**config.mk**
```make
export PLATFORM = sky130hd
export DESIGN_NAME = uart_tx_serializer
export DESIGN_NICKNAME = d
export VERILOG_FILES = /design/src/rtl/serial_8051_pkg.sv /design/src/rtl/uart_tx_fifo_mem.sv /design/src/rtl/uart_tx_serializer.sv
export SDC_FILE = /design/constraint.sdc
export NUM_CORES = 1
export LEC_CHECK = 0
export ABC_AREA = 1
export CORE_ASPECT_RATIO = 1.5
export CORE_MARGIN = 2
export CORE_UTILIZATION = 50
export DETAILED_ROUTE_END_ITERATION = 10
export DONT_BUFFER_PORTS = 1
export SLEW_MARGIN = 40
export SYNTH_ARGS = -nofsm -noshare
export SYNTH_HDL_FRONTEND = slang
export SYNTH_SLANG_ARGS = --single-unit
```
**constraint.sdc**
```tcl
create_clock -name clk -period 2.4 [get_ports clk]
set_clock_uncertainty 0.1 [all_clocks]
set_input_delay 0.36 -clock clk [delete_from_list [all_inputs] [get_ports clk]]
set_output_delay 0.36 -clock clk [all_outputs]
set_load 0.005 [all_outputs]
```
**src/rtl/serial_8051_pkg.sv**
```systemverilog
// Shared definitions for the Serial 8051 UART transmit path.
//   uart_tx_state_t : serializer FSM states
//   FRAME_BITS_*    : line frame length in bit periods (start..stop) for 8-bit data
package serial_8051_pkg;

  typedef enum logic [2:0] {
    IDLE,
    START,
    DATA,
    BIT9,
    STOP
  } uart_tx_state_t;

  localparam int unsigned FRAME_BITS_8N1 = 10;
  localparam int unsigned FRAME_BITS_9N1 = 11;

endpackage

```
**src/rtl/uart_tx_fifo_mem.sv**
```systemverilog
// Logic-array FIFO for the UART transmit path.
//   clk, reset_n  : clock, asynchronous active-low reset
//   i_push_req    : push strobe; accepted when not full or when popping this cycle
//   i_pop         : pop strobe from the serializer (ignored when empty)
//   i_wdata       : entry to push
//   o_rdata       : entry at the read pointer (combinational)
//   o_count       : entries held
//   o_full        : count == DEPTH
module uart_tx_fifo_mem #(
  parameter int unsigned DEPTH = 4,
  parameter int unsigned DW    = 9
) (
  input  logic                     clk,
  input  logic                     reset_n,
  input  logic                     i_push_req,
  input  logic                     i_pop,
  input  logic [DW-1:0]            i_wdata,
  output logic [DW-1:0]            o_rdata,
  output logic [$clog2(DEPTH):0]   o_count,
  output logic                     o_full
);

  localparam int unsigned AW = $clog2(DEPTH);
  localparam logic [AW:0] FULL_COUNT = (AW+1)'(DEPTH);

  logic [DW-1:0] r_mem [DEPTH];
  logic [AW-1:0] r_wr_ptr;
  logic [AW-1:0] r_rd_ptr;
  logic [AW:0]   r_count;
  logic          w_pop;
  logic          w_push;
  logic          w_full;

  assign w_full = (r_count == FULL_COUNT);
  assign w_pop  = i_pop && (r_count != '0);
  // A full FIFO still accepts a push when an entry leaves on the same edge.
  assign w_push = i_push_req && (!w_full || w_pop);

  always_ff @(posedge clk or negedge reset_n) begin
    if (!reset_n) begin
      r_wr_ptr <= '0;
      r_rd_ptr <= '0;
      r_count  <= '0;
    end else begin
      if (w_push) r_wr_ptr <= r_wr_ptr + AW'(1);
      if (w_pop)  r_rd_ptr <= r_rd_ptr + AW'(1);
      case ({w_push, w_pop})
        2'b10:   r_count <= r_count + (AW+1)'(1);
        2'b01:   r_count <= r_count - (AW+1)'(1);
        default: r_count <= r_count;
      endcase
    end
  end

  always_ff @(posedge clk) begin
    if (w_push) r_mem[r_wr_ptr] <= i_wdata;
  end

  assign o_rdata = r_mem[r_rd_ptr];
  assign o_count = r_count;
  assign o_full  = w_full;

endmodule

```
**src/rtl/uart_tx_serializer.sv**
```systemverilog
// Serial 8051 UART transmitter: TX FIFO feeding an 8N1/9N1 serializer
// paced by an external baud strobe. LSB first, idle-high line.
//   clk, reset_n   : clock, asynchronous active-low reset
//   baud_tick      : one-clk strobe per bit period
//   fifo_write     : push {fifo_bit9_in, fifo_data_in}
//   nine_bit_mode  : 1 = start, data, bit9, stop (latched per frame at pop)
//   fifo_full      : FIFO holds FIFO_SIZE entries
//   fifo_count     : entries held
//   tx_out         : serial line
//   tx_busy        : serializer not idle
//   tx_done        : one-clk pulse after each completed stop bit
module uart_tx_serializer
  import serial_8051_pkg::*;
#(
  parameter int unsigned FIFO_SIZE = 4,
  parameter int unsigned WIDTH     = 8
) (
  input  logic                         clk,
  input  logic                         reset_n,
  input  logic                         baud_tick,
  input  logic                         fifo_write,
  input  logic [WIDTH-1:0]             fifo_data_in,
  input  logic                         fifo_bit9_in,
  input  logic                         nine_bit_mode,
  output logic                         fifo_full,
  output logic [$clog2(FIFO_SIZE):0]   fifo_count,
  output logic                         tx_out,
  output logic                         tx_busy,
  output logic                         tx_done
);

  localparam int unsigned BW = (WIDTH > 1) ? $clog2(WIDTH) : 1;

  uart_tx_state_t r_state, w_state_nxt;
  logic [WIDTH-1:0] r_shift, w_shift_nxt;
  logic [BW-1:0]    r_bit_cnt, w_bit_cnt_nxt;
  logic             r_tx_out, w_tx_out_nxt;
  logic             r_bit9, w_bit9_nxt;
  logic             r_mode, w_mode_nxt;
  logic             r_tx_done, w_tx_done_nxt;
  logic             w_pop;
  logic [WIDTH:0]   w_fifo_rdata;
  logic             w_fifo_empty;

  uart_tx_fifo_mem #(
    .DEPTH (FIFO_SIZE),
    .DW    (WIDTH + 1)
  ) u_fifo (
    .clk        (clk),
    .reset_n    (reset_n),
    .i_push_req (fifo_write),
    .i_pop      (w_pop),
    .i_wdata    ({fifo_bit9_in, fifo_data_in}),
    .o_rdata    (w_fifo_rdata),
    .o_count    (fifo_count),
    .o_full     (fifo_full)
  );

  assign w_fifo_empty = (fifo_count == '0);

  // State register and per-frame datapath.
  always_ff @(posedge clk or negedge reset_n) begin
    if (!reset_n) begin
      r_state   <= IDLE;
      r_shift   <= '0;
      r_bit_cnt <= '0;
      r_tx_out  <= 1'b1;
      r_bit9    <= 1'b0;
      r_mode    <= 1'b0;
      r_tx_done <= 1'b0;
    end else begin
      r_state   <= w_state_nxt;
      r_shift   <= w_shift_nxt;
      r_bit_cnt <= w_bit_cnt_nxt;
      r_tx_out  <= w_tx_out_nxt;
      r_bit9    <= w_bit9_nxt;
      r_mode    <= w_mode_nxt;
      r_tx_done <= w_tx_done_nxt;
    end
  end

  // Next-state logic; everything advances only on baud_tick.
  always_comb begin
    w_state_nxt   = r_state;
    w_shift_nxt   = r_shift;
    w_bit_cnt_nxt = r_bit_cnt;
    w_tx_out_nxt  = r_tx_out;
    w_bit9_nxt    = r_bit9;
    w_mode_nxt    = r_mode;
    w_tx_done_nxt = 1'b0;
    w_pop         = 1'b0;
    if (baud_tick) begin
      case (r_state)
        IDLE: begin
          if (!w_fifo_empty) begin
            w_pop        = 1'b1;
            w_tx_out_nxt = 1'b0;
            w_state_nxt  = START;
          end
        end
        START: begin
          w_tx_out_nxt  = r_shift[0];
          w_bit_cnt_nxt = '0;
          w_state_nxt   = DATA;
        end
        DATA: begin
          if (r_bit_cnt == BW'(WIDTH - 1)) begin
            if (r_mode) begin
              w_tx_out_nxt = r_bit9;
              w_state_nxt  = BIT9;
            end else begin
              w_tx_out_nxt = 1'b1;
              w_state_nxt  = STOP;
            end
          end else begin
            w_shift_nxt   = r_shift >> 1;
            w_tx_out_nxt  = r_shift[1];
            w_bit_cnt_nxt = r_bit_cnt + BW'(1);
          end
        end
        BIT9: begin
          w_tx_out_nxt = 1'b1;
          w_state_nxt  = STOP;
        end
        STOP: begin
          w_tx_done_nxt = 1'b1;
          // Chain straight into the next start bit when data is waiting.
          if (!w_fifo_empty) begin
            w_pop        = 1'b1;
            w_tx_out_nxt = 1'b0;
            w_state_nxt  = START;
          end else begin
            w_tx_out_nxt = 1'b1;
            w_state_nxt  = IDLE;
          end
        end
        default: begin
          w_tx_out_nxt = 1'b1;
          w_state_nxt  = IDLE;
        end
      endcase
    end
    // Frame data, bit9 and mode are captured together at pop time.
    if (w_pop) begin
      w_shift_nxt = w_fifo_rdata[WIDTH-1:0];
      w_bit9_nxt  = w_fifo_rdata[WIDTH];
      w_mode_nxt  = nine_bit_mode;
    end
  end

  // Outputs, all decoded from registers.
  always_comb begin
    tx_out  = r_tx_out;
    tx_busy = (r_state != IDLE);
    tx_done = r_tx_done;
  end

endmodule

```
==> flow_metrics.py, run 1 <==
metrics = {
    "finish": {
        "diodes": 0,
        "design_area_um2": 3177,
        "final_common_cell": "nor2_1",
        "nNetsFinal": 303,
        "drive_gt1_frac": 0.1707,
        "syn_to_final_growth_pct": 13.91,
        "final_cell_mix": "38 x nor2_1, 37 x nand2_1, 36 x edfxtp_1",
        "instances_no_fill": 357,
    },
    "place": {
        "place_hpwl_um": 3374,
        "place.gp.congestion": 0.7967,
        "placed_cells": 329,
        "placed_cell_area_um2": 2873,
        "dp_slack_ns": 0.5744,
        "port_buffers": 0,
    },
    "pwr": {
        "total_power_mw": 3.795,
        "p_per_area_nw_per_um2": 1194,
        "irDropWorstVdd_uv": 535.5,
        "p_leak_nw": 1.321,
    },
    "logic_synthesis": {
        "async_flop_share": 0.4098,
        "syn_area_um2": 2789,
        "netlist_instances": 261,
        "yosys_warnings": 0,
        "synth_edf_count": 36,
        "yosysTopAreaCell": "edfxtp_1",
        "synth_cell_types": 30,
        "synth_top_area_frac": 0.3876,
        "ys_seq_area_frac": 0.6124,
        "synthTopCellsByArea": "edfxtp_1 39%, dfrtp_1 22%, o21ai_0 5.2%, nor2_1 5.1%, nand2_1 5.0%",
        "synth-main-ff-cell": "edfxtp_1",
        "ys_seq_elements": 61,
        "synth_area_per_cell_um2": 10.69,
        "synthesis.nets": 282,
    },
    "sta": {
        "finalMaxSlewViolations": 0,
        "grt_setup_unrepaired": "false",
        "setup_viol": 0,
        "fin_ws_ns": 0.5566,
        "finalCriticalPeriod_ns": 1.843,
        "relSlewSlack": 0.6573,
        "tightest_slew_ns": 0.5140,
        "timing.fmax_mhz": 542.5,
        "hold_violations": 0,
        "finalCritPeriodShare": 0.7681,
        "fin_setup_tns_ns": 0,
    },
    "routing": {
        "antenna_left": 0,
        "via_per_inst": 5.003,
        "drt_first_pass_iters": 4,
        "wl_per_cell_um": 13.51,
        "drt_iter0_drc": 79,
        "wirelength_um": 4822,
        "drc_errors": 0,
        "vias": 1786,
    },
    "cts": {
        "ctsHtreeMaxLevel": 3,
        "postCtsSetupBuffers": 0,
        "clock_sinks": 61,
        "clk_path_buf_depth": 2,
        "cts-root-buf": "clkbuf_8",
        "cts_tree": "yes",
        "clk_latency_ns": 0.33,
        "cts_resized": 0,
        "numCtsBuffers": 9,
        "path_clk_slew_ns": 0.07,
    },
    "setup_path": {
        "reg2reg_from": "r_state[0]",
        "cp_max_fo": 6,
        "endpoint_kind": "flop",
        "critPathArrivalTime_ns": 2.02,
        "crit_type": "reg -> reg",
        "worst_ep_required_time_ns": 2.58,
        "r2r_end": "u_fifo.o_count[2]",
        "cp-start-kind": "flop",
        "rrSetupSlack_ns": 0.56,
        "reg2reg_depth": 8,
    },
    "run": {
        "maxCapViolCount": 0,
    },
    "hold_path": {
        "whs_path_depth": 2,
        "worstHoldStart": "nine_bit_mode",
        "min_to": "r_mode",
        "hp-class": "in -> reg",
    },
    "floorplanning": {
        "die_h_um": 95.47,
        "rows": 33,
        "io_pins": 21,
        "initial_core_util": 0.5156,
        "design.die.area_um2": 6204,
        "die_x_um": 64.98,
        "core_um2": 5409,
    },
    "global_routing": {
        "antenna_found_initial": 0,
        "grt_pass1_wl_um": 8114,
        "grtUsageTotal": 0.1816,
        "grt_max_degree": 26,
        "overflow": 0,
        "grt_pass1_vias": 1816,
    },
    "status": {
        "status": "finished, final reports clean",
    },
}
worst max-delay path by stage:
stage / start / to / slack (ns)
after global placement: r_state[1] / u_fifo.r_mem[2][1] / 0.60
final: r_state[0] / u_fifo.o_count[2] / 0.56
after CTS: r_state[0] / u_fifo.r_mem[1][4] / 0.57
after floorplan: r_state[0] / u_fifo.r_mem[0][0] / 0.58
after detailed placement: r_state[0] / u_fifo.r_mem[3][1] / 0.57
after global routing: r_state[0] / u_fifo.r_mem[2][6] / 0.44
flip-flops by register name (all words and copies together) (netlist names):
name	flops
r_state	3
r_bit9	1
u_fifo.o_count	3
r_shift	8
u_fifo.r_rd_ptr	2
tx_out	1
r_bit_cnt	3
u_fifo.r_wr_ptr	2
tx_done	1
u_fifo.r_mem	36
r_mode	1
cells by family (layout without fill, tap and decap cells):
family | after synthesis | count (layout) | synth area share
compound gates | 49 | 49 | 0.1014
buf+inv | 33 | 59 | 0.05115
flops | 61 | 61 | 0.6124
simple gates | 107 | 107 | 0.1884
xor+xnor | 4 | 4 | 0.01256
fa+ha+maj | 7 | 7 | 0.03410
timing repair:
| item | in CTS | in global routing |
|---|---|---|
| hold buffers | 3 | 9 |
| setup endpoints to repair | 0 | 0 |
| endpoints found under the hold margin | 27 | 34 |
synthesized netlist by cell type (2+ instances only):
cell type   n
o21ai_2     8
o21ai_0    29
nand4_1     5
xor2_1      4
inv_2       4
dfrtp_1    24
nor2_2      3
o22ai_1     2
o21ai_1     6
nor2_1     38
nand2_1    37
nand3_1    13
a21oi_1     2
nand2_2     3
nand2_4     2
nand3_4     2
edfxtp_1   36
ha_1        6
buf_2       6
inv_1      21
cell type report:
| cell class | instances | area [µm²] |
|---|---|---|
| repair buffers | 18 | 175.2 |
| flip-flops and latches | 61 | 1708 |
| inverters | 25 | 93.84 |
| clock buffers | 9 | 123.9 |
| multi-input cells | 167 | 938.4 |
| well taps | 70 | 87.58 |
| clock inverters | 7 | 50.05 |
| fillers | 481 | 2232 |
power by group:
| part | leakage, nW | switching (mW) | internal, mW | total (mW) |
|---|---|---|---|---|
| sequential | 0.641 | 0.217 | 1.44 | 1.66 |
| combinational | 0.587 | 0.871 | 0.487 | 1.36 |
| clock | 0.0933 | 0.399 | 0.376 | 0.775 |
layer usage:
| metal | vias to the layer above | part of all wire | global-route usage |
|---|---|---|---|
| met5 | - | 0 | 0 |
| met4 | 0 | 0.012 | 0.09574 |
| met3 | 6 | 0.032 | 0.06257 |
| met2 | 25 | 0.55 | 0.3239 |
| met1 | 835 | 0.40 | 0.1847 |
| li1 | 920 | - | - |
critical path, stage by stage (launching register included):
cell	delay (ns)
dfrtp_1	0.44
nor2_4	0.23
nand4_1	0.20
fa_1	0.45
inv_1	0.10
nand4_1	0.09
nand3_1	0.09
nand2_1	0.05
inv_1	0.04
metrics by stage:
stage | hold WS, ns | utilization
6_report | 0.05287 | 0.5873
5_1_grt | 0.06682 | 0.5873
4_1_cts | 0.002331 | 0.5707
3_5_place_dp | -0.03499 | 0.5311
3_3_place_gp | -0.03508 | 0.5311
2_1_floorplan | -0.03559 | -
Power figures use the tool's default switching activity.
==> run 2: changes to the inputs <==
--- a/config.mk
+++ b/config.mk
@@ -11,6 +11,7 @@
 export CORE_UTILIZATION = 50
 export DETAILED_ROUTE_END_ITERATION = 10
 export DONT_BUFFER_PORTS = 1
+export PLACE_DENSITY = 0.68
 export SLEW_MARGIN = 40
 export SYNTH_ARGS = -nofsm -noshare
 export SYNTH_HDL_FRONTEND = slang
==> constraint.sdc (replaced) <==
create_clock -name clk -period 1.58 [get_ports clk]
set_clock_uncertainty 0.1 [all_clocks]
set_input_delay 0.237 -clock clk [delete_from_list [all_inputs] [get_ports clk]]
set_output_delay 0.237 -clock clk [all_outputs]
set_load 0.005 [all_outputs]
==> flow_metrics.py, run 2 (synthesis results as in run 1) <==
metrics = {
    "global_routing": {
        "grtUsageTotal": 0.1870,
        "grt_pass1_wl_um": 8528,
        "grt_max_degree": 26,
        "grt_pass1_vias": 1980,
        "overflow": 0,
        "antenna_found_initial": 0,
    },
    "pwr": {
        "p_per_area_nw_per_um2": 1907,
        "p_leak_nw": 1.447,
        "irDropWorstVdd_uv": 1213,
        "total_power_mw": 6.722,
    },
    "finish": {
        "fin_util": 0.6519,
        "syn_to_final_growth_pct": 26.42,
        "top_regs": "u_fifo.r_mem: 36 flops, r_shift: 8 flops",
        "nNetsFinal": 323,
        "multi_input_area_um2": 1003,
        "drive_gt1_frac": 0.2443,
        "diodes": 0,
        "final_common_cell": "nand2_1",
        "fillerInstances": 447,
        "final_cell_mix": "37 x nand2_1, 36 x edfxtp_1, 34 x nor2_1",
        "ff_latch_area_um2": 1708,
        "largest_register_ffs": 36,
        "largest_register": "u_fifo.r_mem",
    },
    "sta": {
        "tightest_slew_ns": 0.5315,
        "fin_ws_ns": -0.04292,
        "setup_viol": 2,
        "finalCriticalPeriod_ns": 1.623,
        "finalCritPeriodShare": 1.027,
        "relSlewSlack": 0.6457,
        "timing.fmax_mhz": 616.2,
        "finalMaxSlewViolations": 0,
        "grt_setup_unrepaired": "true",
        "hold_violations": 0,
    },
    "setup_path": {
        "slowest_delay_ns": 0.56,
        "cp_max_fo": 3,
        "reg2reg_from": "r_state[0]",
        "cp-start-kind": "flop",
        "reg2reg_depth": 6,
        "rrSetupSlack_ns": -0.04,
        "path_cells": "nor2_4 > nand4_1 > fa_2 > inv_2 > nand2_1 > o21ai_1",
        "crit_buf_inv": 1,
        "crit_slowest_cell": "fa_2",
        "r2r_end": "u_fifo.o_count[1]",
        "critPathArrivalTime_ns": 1.76,
        "worst_ep_required_time_ns": 1.72,
        "endpoint_kind": "flop",
        "crit_type": "reg -> reg",
        "crit_family": "adder cells",
    },
    "hold_path": {
        "min_to": "r_bit_cnt[2]",
        "worstHoldStart": "baud_tick",
        "whs_path_depth": 3,
        "hp-class": "in -> reg",
    },
    "floorplanning": {
        "die_x_um": 64.98,
        "rows": 33,
        "core_um2": 5409,
        "die_h_um": 95.47,
        "design.die.area_um2": 6204,
        "io_pins": 21,
        "initial_core_util": 0.5156,
    },
    "cts": {
        "cts-root-buf": "clkbuf_8",
        "ctsHtreeMaxLevel": 3,
        "cts_tree": "yes",
        "clk_path_buf_depth": 2,
        "clock_sinks": 61,
        "path_clk_slew_ns": 0.08,
        "clk_latency_ns": 0.35,
        "numCtsBuffers": 9,
    },
    "routing": {
        "vias": 1941,
        "wirelength_um": 5123,
        "wl_per_cell_um": 13.59,
        "antenna_left": 0,
        "drt_iter0_drc": 66,
        "drc_errors": 0,
        "via_per_inst": 5.149,
        "drt_first_pass_iters": 6,
    },
    "place": {
        "place_hpwl_um": 3356,
        "port_buffers": 0,
        "place.gp.congestion": 0.7308,
    },
    "run": {
        "maxCapViolCount": 0,
    },
    "status": {
        "status": "complete, but fails checks",
        "violations": "setup timing",
    },
}
## run 2: changes by cell type in the layout (fill, tap and decap cells not counted), sizes merged
cell / change
clkinv: -4
buf: +18
bufinv: +2
clkinvlp: +3
dlygate4sd3: +2
inv: -1
## run 2: where the power goes
group          switching [mW]  internal, mW  total [mW]
clock                   0.639         0.891        1.53
combinational            1.54          1.17        2.70
sequential              0.296          2.19        2.49
## run 2: stage by stage
stage	std cells	setup slack [ns]	setup TNS (ns)	hold WS (ns)	cell area, µm²
after floorplan	261	-0.09584	-3.582	-0.1586	2799
after global placement	345	-0.01263	-0.01263	-0.1580	3078
after detailed placement	345	-0.06464	-0.08377	-0.1580	3078
after CTS	375	-0.01491	-0.02929	0.03103	3457
after global routing	377	-0.1443	-1.502	0.07865	3526
final	377	-0.04292	-0.08576	0.06465	3526
## run 2: worst register-to-register path: stages, from the launching register on
cell	delay, ns
dfrtp_1	0.40
nor2_4	0.16
nand4_1	0.17
fa_2	0.56
inv_2	0.03
nand2_1	0.05
o21ai_1	0.06
## run 2: layout make-up
class | instances | share of cell area
timing repair buffer | 38 | 0.1160
clock inverter | 7 | 0.02839
sequential | 61 | 0.4844
tap | 70 | 0.02484
multi-input combinational | 167 | 0.2846
inverter | 25 | 0.02661
clock buffer | 9 | 0.03513
## run 2: what timing repair did
item,4_1_cts,5_1_grt
hold buffers,14,0
hold endpoints to repair,65,0
setup buffers,0,2
gates cloned,0,0
pin swaps,1,2
setup endpoints to repair,10,50
gates resized for setup,2,13
## run 2: routing by layer
metal	global-route usage	part of all wire
met1	0.2033	0.42
met2	0.3299	0.52
met3	0.04250	0.033
met4	0.1099	0.028
met5	0	0
## run 2: worst max-delay path by stage
stage                          start            endpoint  slack, ns  depth (start not counted)
after floorplan           r_state[0]  u_fifo.r_mem[0][0]       -0.1                          5
after global placement    r_state[0]   u_fifo.o_count[2]      -0.01                          8
after global routing      r_state[0]   u_fifo.o_count[2]      -0.14                          8
final                     r_state[0]   u_fifo.o_count[1]      -0.04                          6
after detailed placement  r_state[0]   u_fifo.o_count[2]      -0.06                          8
after CTS                 r_state[0]   u_fifo.o_count[1]      -0.01                          6
